### src/rtl/sort4_pkg.sv
// Shared types and constants for the four-entry sorting controller.
// Holds the controller states, frame geometry, comparator select codes and the step-to-pair schedule.
package sort4_pkg;

    localparam int DATA_W     = 8;
    localparam int FRAME_LEN  = 4;
    localparam int SORT_STEPS = 6;

    localparam logic [1:0] LAST_IDX  = 2'(FRAME_LEN - 1);
    localparam logic [2:0] LAST_STEP = 3'(SORT_STEPS - 1);
    localparam logic [2:0] SWAP_MAX  = 3'(SORT_STEPS);

    localparam logic [1:0] SEL_GT  = 2'b00;
    localparam logic [1:0] SEL_LT  = 2'b01;
    localparam logic [1:0] SEL_EQ  = 2'b10;
    localparam logic [1:0] SEL_NEQ = 2'b11;

    typedef enum logic [1:0] {
        LOAD = 2'd0,
        SORT = 2'd1,
        OUT  = 2'd2
    } state_t;

    // Bubble-sort schedule for four entries: each step compares entry i with entry i+1.
    function automatic logic [1:0] pair_index(input logic [2:0] step);
        logic [1:0] i;
        case (step)
            3'd0:    i = 2'd0;
            3'd1:    i = 2'd1;
            3'd2:    i = 2'd2;
            3'd3:    i = 2'd0;
            3'd4:    i = 2'd1;
            3'd5:    i = 2'd0;
            default: i = 2'd0;
        endcase
        return i;
    endfunction

endpackage

### src/rtl/comparator_module.sv
// Unsigned 8-bit comparator. It reports all relations on y[3:0] and the relation picked by sel on y[4].
// y[0]=a<b, y[1]=a>b, y[2]=a==b, y[3]=a!=b; the remaining bits are zero.
module comparator_module
    import sort4_pkg::*;
(
    input  logic [7:0]  a,
    input  logic [7:0]  b,
    input  logic [1:0]  sel,
    output logic [15:0] y
);

    always_comb begin
        y    = '0;
        y[0] = (a < b);
        y[1] = (a > b);
        y[2] = (a == b);
        y[3] = (a != b);
        case (sel)
            SEL_GT:  y[4] = y[1];
            SEL_LT:  y[4] = y[0];
            SEL_EQ:  y[4] = y[2];
            SEL_NEQ: y[4] = y[3];
            default: y[4] = 1'b0;
        endcase
    end

endmodule

### src/rtl/sort4_ctrl.sv
// Collects a four-beat frame, sorts it in place with six compare-and-swap steps
// on a single shared comparator, then streams the result out under valid/ready.
module sort4_ctrl
    import sort4_pkg::*;
(
    input  logic             clk,
    input  logic             rst,
    input  logic             in_valid,
    output logic             in_ready,
    input  logic [DATA_W-1:0] in_data,
    input  logic             ascending,
    output logic             out_valid,
    input  logic             out_ready,
    output logic [DATA_W-1:0] out_data,
    output logic             busy,
    output logic [2:0]       swap_cnt
);

    state_t state_q;
    state_t state_d;

    logic [DATA_W-1:0] data_q [FRAME_LEN];
    logic [1:0]        k;
    logic [2:0]        step;
    logic [1:0]        idx;
    logic              ord;

    logic              in_fire;
    logic              out_fire;

    logic [1:0]        pair_i;
    logic [1:0]        pair_j;
    logic [DATA_W-1:0] cmp_a;
    logic [DATA_W-1:0] cmp_b;
    logic [1:0]        cmp_sel;
    logic [15:0]       cmp_y;
    logic              do_swap;
    logic              unused_cmp_bits;

    assign pair_i  = pair_index(step);
    assign pair_j  = pair_i + 2'd1;
    assign cmp_a   = data_q[pair_i];
    assign cmp_b   = data_q[pair_j];
    assign cmp_sel = ord ? SEL_GT : SEL_LT;
    assign do_swap = ord ? cmp_y[1] : cmp_y[0];
    assign unused_cmp_bits = ^cmp_y[15:2];

    comparator_module u_cmp (
        .a   (cmp_a),
        .b   (cmp_b),
        .sel (cmp_sel),
        .y   (cmp_y)
    );

    always_ff @(posedge clk) begin
        if (rst) begin
            state_q <= LOAD;
        end else begin
            state_q <= state_d;
        end
    end

    // Outputs decode from state only, so neither handshake input reaches an output combinationally.
    always_comb begin
        state_d   = state_q;
        in_ready  = 1'b0;
        out_valid = 1'b0;
        busy      = 1'b0;
        out_data  = '0;
        in_fire   = 1'b0;
        out_fire  = 1'b0;
        case (state_q)
            LOAD: begin
                in_ready = 1'b1;
                in_fire  = in_valid;
                if (in_valid && (k == LAST_IDX)) begin
                    state_d = SORT;
                end
            end
            SORT: begin
                busy = 1'b1;
                if (step == LAST_STEP) begin
                    state_d = OUT;
                end
            end
            OUT: begin
                busy      = 1'b1;
                out_valid = 1'b1;
                out_data  = data_q[idx];
                out_fire  = out_ready;
                if (out_ready && (idx == LAST_IDX)) begin
                    state_d = LOAD;
                end
            end
            default: begin
                state_d = LOAD;
            end
        endcase
    end

    // Sort order is captured with the first beat so later changes to ascending cannot affect the frame.
    always_ff @(posedge clk) begin
        if (rst) begin
            k        <= '0;
            step     <= '0;
            idx      <= '0;
            swap_cnt <= '0;
            ord      <= 1'b1;
            for (int i = 0; i < FRAME_LEN; i++) begin
                data_q[i] <= '0;
            end
        end else begin
            case (state_q)
                LOAD: begin
                    if (in_fire) begin
                        data_q[k] <= in_data;
                        k         <= k + 2'd1;
                        if (k == 2'd0) begin
                            ord <= ascending;
                        end
                        if (k == LAST_IDX) begin
                            step     <= '0;
                            swap_cnt <= '0;
                        end
                    end
                end
                SORT: begin
                    if (do_swap) begin
                        data_q[pair_i] <= cmp_b;
                        data_q[pair_j] <= cmp_a;
                        if (swap_cnt != SWAP_MAX) begin
                            swap_cnt <= swap_cnt + 3'd1;
                        end
                    end
                    if (step == LAST_STEP) begin
                        step <= '0;
                        idx  <= '0;
                    end else begin
                        step <= step + 3'd1;
                    end
                end
                OUT: begin
                    if (out_fire) begin
                        idx <= idx + 2'd1;
                        if (idx == LAST_IDX) begin
                            k <= '0;
                        end
                    end
                end
                default: begin
                end
            endcase
        end
    end

endmodule

### config.mk
export PLATFORM = sky130hd
export DESIGN_NAME = sort4_ctrl
export DESIGN_NICKNAME = d
export VERILOG_FILES = /design/src/rtl/sort4_pkg.sv /design/src/rtl/comparator_module.sv /design/src/rtl/sort4_ctrl.sv
export SDC_FILE = /design/constraint.sdc
export NUM_CORES = 1
export LEC_CHECK = 0
export CORE_ASPECT_RATIO = 0.9
export CORE_MARGIN = 1
export CORE_UTILIZATION = 30
export CTS_CLUSTER_DIAMETER = 50
export DETAILED_ROUTE_END_ITERATION = 10
export DONT_BUFFER_PORTS = 1
export PLACE_DENSITY_LB_ADDON = 0.15
export SYNTH_ARGS = -nofsm -noshare
export SYNTH_HDL_FRONTEND = slang
export SYNTH_HIERARCHICAL = 1
export SYNTH_SLANG_ARGS = --single-unit
### constraint.sdc
create_clock -name clk -period 12.75 [get_ports clk]
set_clock_uncertainty 0.1 [all_clocks]
set_input_delay 2.55 -clock clk [delete_from_list [all_inputs] [get_ports clk]]
set_output_delay 2.55 -clock clk [all_outputs]
set_load 0.05 [all_outputs]
After elaboration in Yosys (flattened, before gate mapping)
Memory sizes are Yosys's and may differ from the RTL's. A register that Yosys moved wholly into a read port is not among the register bits.
Cells that the tools add are included.
Widths: inputs -> output; s select.
Storage, ports and cells
  register bits: 13
  memory bits (writable): 32
  bits of input ports: 13
  output and inout bits: 14
  logic and storage cells: 97
  memories kept: 1
Cells by class
  add/subtract/negate cells: 5
  magnitude comparators: 2
  equality and inequality tests: 18
  multiplexer cells: 47
  reduce and logical (&&, ||, !) cells: 18
Memories
  data_q: words 4, bits a word 8, read ports 3, clocked after memory_dff 1, write ports 4, RTL line sort4_ctrl.sv:22  | logic [DATA_W-1:0] data_q [FRAME_LEN];
Operators with widths (number)
  $mux 8: 4
  $mux 2: 13
  $reduce_or 8->1: 3
  $mux 1: 19
  $ne 2x2->1 const B: 9
  $mux 3: 5
  $pmux 2 s2: 3
  $pmux 3 s2: 2
  $reduce_and 3->1: 4
  $gt 8x8->1: 1
  $lt 8x8->1: 1
  $add 2x1->2 const B: 3
  $add 3x1->3 const B: 2
  $eq 2x2->1 const B: 3
  $eq 3x3->1 const B: 2
  $pmux 2 s3: 1
  $reduce_bool 2->1: 3
  $reduce_and 5->1: 1
  $logic_not 2->1: 2
  $reduce_and 4->1: 1
  $reduce_or 2->1: 2
  $eq 3x1->1 const B: 1
  $eq 3x2->1 const B: 1
  $ne 3x3->1 const B: 1
  2 further kinds: 3

Depth between registers and ports, before layout
Gate-level depths: netlist of the first run.
An unclocked memory read counts as a cell.
  word-level depth: 13
  mapped depth: 22
  gate-level depth less buffers: 18

Hierarchy
The synthesis of the first run kept the hierarchy.
By module, submodules not included
  sort4_ctrl: times used 1, cells an instance 318, area each 3344.5 um^2, sequential area each 1261.2 um^2
  comparator_module: times used 1, cells an instance 49, area each 376.6 um^2, sequential area each 0.0 um^2

Least setup slack after synthesis of the first run
OpenSTA, ideal clock, no wires.
  kind: reg2reg
  start: register step[0]
  end: memory data_q[1][0] (enable)
  library setup time: 0.384 ns
  data arrival time: 4.766 ns
  data required time: 12.266 ns
  setup slack: 7.500 ns
  cell stages (with the launch flop): 22
  buffers on the path: 5
  period minus slack after synthesis: 5.250 ns
  path through: dfxtp_1 buf_6 nand2b_4 a21oi_4 buf_8 inv_4 buf_6 ha_1 nor4b_1 buf_4 mux2_1 mux2_4 ha_1 nor2b_1 o211ai_1 a21o_1 a21oi_1 mux2_2 nand2_1 clkbuf_1 nor3_1 o21ai_0
RTL lines
  from (decl): RTL line sort4_ctrl.sv:24  | logic [2:0] step;
  from (signal assigned): RTL line sort4_ctrl.sv:139  | step <= step + 3'd1;
  to (decl): RTL line sort4_ctrl.sv:22

==> results.md, run 1 <==
| Item | Reported | Unit |
| --- | --- | --- |
| Run status | finished, final reports clean | - |
| Aggregate global routing overflow | 0 | - |
| Chip Height | 106 | um |
| Placeable core area | 11500 | um2 |
| Number of instances on the worst hold path | 2 | - |
| Post-synthesis cell count | 347 | - |
| Critical path peak fanout | 14 | - |
| Die W | 117 | um |
| Number of buffers inserted to repair setup after CTS | 0 | - |
| Initial cell density of the core | 31.1 | % |
| Number of warning messages in the yosys log | 6 | - |
| Layout cells sized above 1 | 14.5 | % |
| Cells along the critical path | nand2b_4 > a21oi_4 > inv_4 > ha_1 > nor4b_2 > buf_4 > mux2_1 > mux2_4 > ha_1 > nor2b_1 > o211ai_1 > a21o_1 > and2_1 > mux2_2 > nand2_1 > nor3_1 > o21ai_0 > buf_4 | - |
| FF-to-FF setup slack | 6800 | ps |
| Core occupancy in the finished layout | 33.4 | % |
| Most frequent standard cell in the layout excluding fill and tap cells | sky130_fd_sc_hd__nand2_1 | - |
| Final critical-path required period | 5950 | ps |
| CTS resizes | 0 | - |
| Final setup violation count | 0 | - |
| Worst Setup End Kind | flip-flop | - |
| TritonCTS clock tree | built | - |
| Die outline area | 12400 | um2 |
| Least-Margin Pin Slew | 1170 | ps |
| GR Util met1 | 27.1 | % |
| Worst-path clk slew | 60 | ps |
| Via count | 2863 | - |
| Fraction of met2 tracks used by global routing | 26.3 | % |
| Synth-to-layout area growth | 7.33 | % |
| Total Power | 467 | uW |
| Leakage power | 0.00140 | uW |
| CP startpoint kind | flip-flop | - |
| Antenna cells | 0 | - |
| Setup slack of the critical path after layout | 6800 | ps |
| Startpoint of the tightest hold check path | step[1] | - |
| Met3 routing resource usage after global routing | 5.58 | % |
| Number of hold buffers added after cts | 0 | - |
| Tightest slew margin relative to the limit | 21.4 | % |
| I/O pin count | 27 | - |
| Num CTS Buffers | 5 | - |
| Overall routed net length | 11.0 | mm |
| Maximum count of clock buffers along a single path | 2 | - |
| Final period util | 46.7 | % |
| Cell at the root of the clock tree | sky130_fd_sc_hd__clkbuf_16 | - |
| RR Startpoint | step[0] | - |
| Final #Nets | 371 | - |
| Highest-count cells in the layout ignoring fill and taps | sky130_fd_sc_hd__nand2_1 (34), sky130_fd_sc_hd__edfxtp_1 (32), sky130_fd_sc_hd__ha_1 (22) | - |
| Worst-case hold slack | 463 | ps |
| Class of the tightest hold or removal check | flip-flop to flip-flop | - |
| Setup TNS after final layout | 0 | ps |
| Vias in the first global route | 2824 | - |
| Depth of the most critical reg-to-reg path | 18 | - |
| Crit-path slowest cell | sky130_fd_sc_hd__o21ai_0 | - |
| Maximum number of pins on one net before global-route repair | 27 | - |
| Total of max-cap violations | 0 | - |
| Peak VDD IR | 53.8 | uV |
| Initial antenna violation count | 0 | - |
| Clock Sink Count | 47 | - |
| # port buffers | 0 | - |
| Slowest cell delay on critical path | 630 | ps |
| Post-Synthesis Net Count | 382 | - |
| Setup slack at placement | 6820 | ps |
| PwrDens | 121 | nW/um2 |
| Register Area | 1260 | um2 |
| Unrepaired setup endpoints after global routing | false | - |
| Drt first-iter violations | 232 | - |
| End point of the most critical hold path | step[1] | - |
| Avg Inst Size Synth | 10.3 | um2 |
| Global-route wire length before repair | 16.8 | mm |
| CTS HTree Levels | 2 | - |
| Area taken by multi-input logic gates | 2140 | um2 |
| Post-Synthesis Cell Area | 3580 | um2 |
| Final ANT Viol Nets | 0 | - |
| Insertion delay of the later-clocked pin in the worst-skew pair | 300 | ps |
| Endpoints failing hold | 0 | - |
| Max Slew Vio Count | 0 | - |
| Vias per std cell | 5.81 | - |
| Hpwl dp | 7.50 | mm |
| Arrival time worst endpoint | 5850 | ps |
| Final estimated routing congestion in global placement | 0.814 | - |
| Startpoint-to-endpoint class of the critical path | flip-flop to flip-flop | - |
| Reg2Reg Capture Point | data_q[1][6] | - |
| Achievable Freq | 168 | MHz |
| Number of remaining DRC errors | 0 | - |
| Pre-antenna DRT Iters | 5 | - |
| Fill cell total of the finished layout | 1166 | - |
| Most Used Layer, Global Route | met1 | - |
| WL/cell | 22.2 | um |
| Total global routing track utilization | 18.8 | % |
| Required time at the endpoint of the critical path | 12640 | ps |
| Standard-cell rows | 37 | - |
==> registers in the layout, indices dropped and copies added, names as in the netlist, named ones only <==
name      count
ord           1
step          3
idx           2
swap_cnt      3
k             2
data_q       32
state_q       2
==> final cells by class <==
class / count / share of cell area [%]
tap: 156 / 5.07
multi-input combinational: 257 / 55.5
sequential: 47 / 32.8
inverter: 20 / 2.02
clock buffer: 7 / 3.45
timing repair buffer: 5 / 0.976
clock inverter: 1 / 0.195
==> where the power goes <==
part | internal, uW | switching, uW | leakage, uW
logic | 52.2 | 85.9 | 0.000883
clock network | 73.0 | 58.0 | 0.0000641
registers | 182 | 16.1 | 0.000457
total | 307 | 160 | 0.00140
==> through the flow <==
step,instances,area [um2]
6_report,493,3850
5_1_grt,493,3850
4_1_cts,493,3850
3_5_place_dp,485,3710
3_3_place_gp,485,3710
2_1_floorplan,347,3580
==> layer usage <==
layer  vias to the layer above  wire length, um
li1                       1310                -
met1                      1409             5000
met2                       129             4770
met3                        15              962
met4                         0              225
met5                         -                0
==> worst max-delay path by stage <==
stage / startpoint / end / cells past startpoint
6_report: step[0] / data_q[1][6] / 18
5_1_grt: step[0] / data_q[1][6] / 18
4_1_cts: step[0] / data_q[1][6] / 18
3_5_place_dp: step[0] / data_q[1][6] / 18
3_3_place_gp: step[0] / data_q[1][6] / 18
2_1_floorplan: step[0] / data_q[1][0] / 21
==> critical path: cells and delay by family, from the launching register on <==
family | cells | cell delay [ps]
AOI/OAI and AO/OA | 4 | 1500
adders and majority gates | 2 | 610
buffers and inverters | 3 | 820
DFF | 1 | 550
muxes | 3 | 930
and+or+nand+nor | 6 | 1140
Note: power is estimated with default switching activity, not from simulation.
==> inputs of run 2 (changes only) <==
==> constraint.sdc (replaced) <==
create_clock -name clk -period 5 [get_ports clk]
set_clock_uncertainty 0.1 [all_clocks]
set_input_delay 1 -clock clk [delete_from_list [all_inputs] [get_ports clk]]
set_output_delay 1 -clock clk [all_outputs]
set_load 0.05 [all_outputs]
==> run 2 against run 1 <==
Effect of this change:
- register-to-register slack got worse by 6600 ps
- sequential power rose to 2.5 times the previous value
- core utilization grew 0.81 points
- combinational power grew to 2.6 times the previous value
- sequential share of layout area is 0.78 points lower
- non-clock buffer count increased by 8
- final cell count is 1.6% higher
- first-iteration DRC count is 5.2% higher
- die area stayed put
- clock power increased to 2.5 times the previous value
- critical path type unchanged
==> results.md, run 2 (same netlist as run 1, synthesis figures left out) <==
| Item | Reported | Unit | Change |
| --- | --- | --- | --- |
| Run status | finished, final reports clean | - | unchanged |
| Total global routing track utilization | 18.7 | % | was 18.8% |
| Least-Margin Pin Slew | 1080 | ps | was 1170 ps |
| Total of max-cap violations | 0 | - | unchanged |
| Drt first-iter violations | 244 | - | was 232 |
| Depth of the most critical reg-to-reg path | 15 | - | was 18 |
| Clock Sink Count | 47 | - | unchanged |
| FF-to-FF setup slack | 180 | ps | was 6800 ps |
| WL/cell | 21.9 | um | was 22.2 um |
| Final estimated routing congestion in global placement | 0.806 | - | was 0.814 |
| Number of flip-flops under the largest register name | 32 | - | unchanged |
| Number of hold buffers added after cts | 0 | - | unchanged |
| Capturing element of the worst setup path | data_q[2][7] | - | was data_q[1][6] |
| Final period util | 96.4 | % | was 46.7% |
| CP startpoint kind | flip-flop | - | unchanged |
| Initial antenna violation count | 0 | - | unchanged |
| Hpwl dp | 7.40 | mm | was 7.50 mm |
| Pre-antenna DRT Iters | 5 | - | unchanged |
| Register with the most flip-flops | data_q | - | unchanged |
| Global-route wire length before repair | 16.6 | mm | was 16.8 mm |
| Standard-cell rows | 37 | - | unchanged |
| CTS HTree Levels | 2 | - | unchanged |
| Worst-path clk slew | 70 | ps | was 60 ps |
| # port buffers | 0 | - | unchanged |
| Core occupancy in the finished layout | 34.2 | % | was 33.4% |
| Highest-count cells in the layout ignoring fill and taps | sky130_fd_sc_hd__nand2_1 (32), sky130_fd_sc_hd__edfxtp_1 (32), sky130_fd_sc_hd__ha_1 (22) | - | was sky130_fd_sc_hd__nand2_1 (34), sky130_fd_sc_hd__edfxtp_1 (32), sky130_fd_sc_hd__ha_1 (22) |
| Initial cell density of the core | 31.1 | % | unchanged |
| Post-route standard cell area excluding fillers | 3940 | um2 | was 3850 um2 |
| Critical path peak fanout | 11 | - | was 14 |
| Max Slew Vio Count | 0 | - | unchanged |
| Tightest slew margin relative to the limit | 28.2 | % | was 21.4% |
| RR Startpoint | step[0] | - | unchanged |
| Vias in the first global route | 2817 | - | was 2824 |
| Chip Height | 106 | um | unchanged |
| Biggest registers after layout | data_q (32), step (3), swap_cnt (3) | - | unchanged |
| Final ANT Viol Nets | 0 | - | unchanged |
| Worst Setup End Kind | flip-flop | - | unchanged |
| Leakage power | 0.00146 | uW | was 0.00140 uW |
| Aggregate global routing overflow | 0 | - | unchanged |
| Startpoint-to-endpoint class of the critical path | flip-flop to flip-flop | - | unchanged |
| Endpoints failing hold | 0 | - | unchanged |
| Synth-to-layout area growth | 9.95 | % | was 7.33% |
| Die W | 117 | um | unchanged |
| Setup TNS after final layout | 0 | ps | unchanged |
| Reg2Reg Capture Point | data_q[2][7] | - | was data_q[1][6] |
| Via count | 2873 | - | was 2863 |
| Die outline area | 12400 | um2 | unchanged |
| Final #Nets | 379 | - | was 371 |
| Maximum number of pins on one net before global-route repair | 28 | - | was 27 |
| Final critical-path required period | 4820 | ps | was 5950 ps |
| Layout cells sized above 1 | 19.1 | % | was 14.5% |
| Insertion delay of the later-clocked pin in the worst-skew pair | 290 | ps | was 300 ps |
| Peak VDD IR | 145 | uV | was 53.8 uV |
| CTS resizes | 0 | - | unchanged |
| Num CTS Buffers | 5 | - | unchanged |
| Overall routed net length | 11.0 | mm | about the same |
| Unrepaired setup endpoints after global routing | true | - | was false |
| Class of the tightest hold or removal check | flip-flop to flip-flop | - | unchanged |
| Cell at the root of the clock tree | sky130_fd_sc_hd__clkbuf_16 | - | unchanged |
| Number of buffers inserted to repair setup after CTS | 0 | - | unchanged |
| Placeable core area | 11500 | um2 | unchanged |
| Vias per std cell | 5.73 | - | was 5.81 |
| Maximum count of clock buffers along a single path | 2 | - | unchanged |
| Antenna cells | 0 | - | unchanged |
| Required time at the endpoint of the critical path | 4900 | ps | was 12640 ps |
| Startpoint of the worst setup timing path | step[0] | - | unchanged |
| Arrival time worst endpoint | 4720 | ps | was 5850 ps |
| PwrDens | 303 | nW/um2 | was 121 nW/um2 |
| Final setup violation count | 0 | - | unchanged |
| I/O pin count | 27 | - | unchanged |
| Achievable Freq | 207 | MHz | was 168 MHz |
| Standard cell area after detailed placement | 3770 | um2 | was 3710 um2 |
| TritonCTS clock tree | built | - | unchanged |
| Number of remaining DRC errors | 0 | - | unchanged |
[run 2: cell types whose count changed in the layout (fill, tap and decap cells not counted), sizes merged]
cell      delta
buf          +8
clkinv       +1
clkinvlp     -1
[run 2: where the power goes]
part | switching (uW) | total (uW) | internal (uW) | leakage (uW)
Sequential | 37.1 | 500 | 463 | 0.000457
Combinational | 221 | 359 | 137 | 0.000930
Clock | 148 | 334 | 185 | 0.0000679
Total | 407 | 1190 | 786 | 0.00146
[run 2: how the worst min path moves through the flow]
stage / from / to / cells after the start
2_1_floorplan: state_q[1] / state_q[1] / 2
3_5_place_dp: state_q[1] / state_q[1] / 2
5_1_grt: state_q[1] / state_q[1] / 2
4_1_cts: k[1] / k[1] / 2
6_report: state_q[1] / state_q[1] / 2
3_3_place_gp: state_q[1] / state_q[1] / 2
[run 2: cell type report]
| class | instances | area, um2 |
|---|---|---|
| clock buffer | 7 | 133 |
| clock inverter | 1 | 5.00 |
| fill | 1177 | 7590 |
| inverter | 20 | 77.6 |
| multi-input combinational | 257 | 2170 |
| sequential | 47 | 1260 |
| tap | 156 | 195 |
| timing repair buffer | 13 | 97.6 |
[run 2: per-stage QoR]
stage,setup slack (ps),power (uW),hold WS (ps),std cells
after detailed placement,52.0,857,474,493
after global placement,136,859,475,493
after global routing,-50.2,1250,530,501
after CTS,24.8,1200,487,501
final,178,1190,468,501
after floorplan,135,773,415,347
[run 2: critical path: stages, from the launching register on]
cell                       delay (ps)
sky130_fd_sc_hd__dfxtp_1          430
sky130_fd_sc_hd__or3b_1           510
sky130_fd_sc_hd__ha_1             260
sky130_fd_sc_hd__nor4b_2          230
sky130_fd_sc_hd__buf_4            290
sky130_fd_sc_hd__mux2_1           350
sky130_fd_sc_hd__mux2_4           290
sky130_fd_sc_hd__ha_1             330
sky130_fd_sc_hd__nor2b_1          150
sky130_fd_sc_hd__o211ai_1         100
sky130_fd_sc_hd__a21o_1           180
sky130_fd_sc_hd__and2_1           130
sky130_fd_sc_hd__mux2_2           310
sky130_fd_sc_hd__and2_1           220
sky130_fd_sc_hd__or2_2            300
sky130_fd_sc_hd__a21o_2           330
[run 2: layer usage]
metal,track usage [%],wire [um]
met2,26.9,4650
met1,26.7,5130
met4,5.70,246
met3,5.23,942
met5,0,0
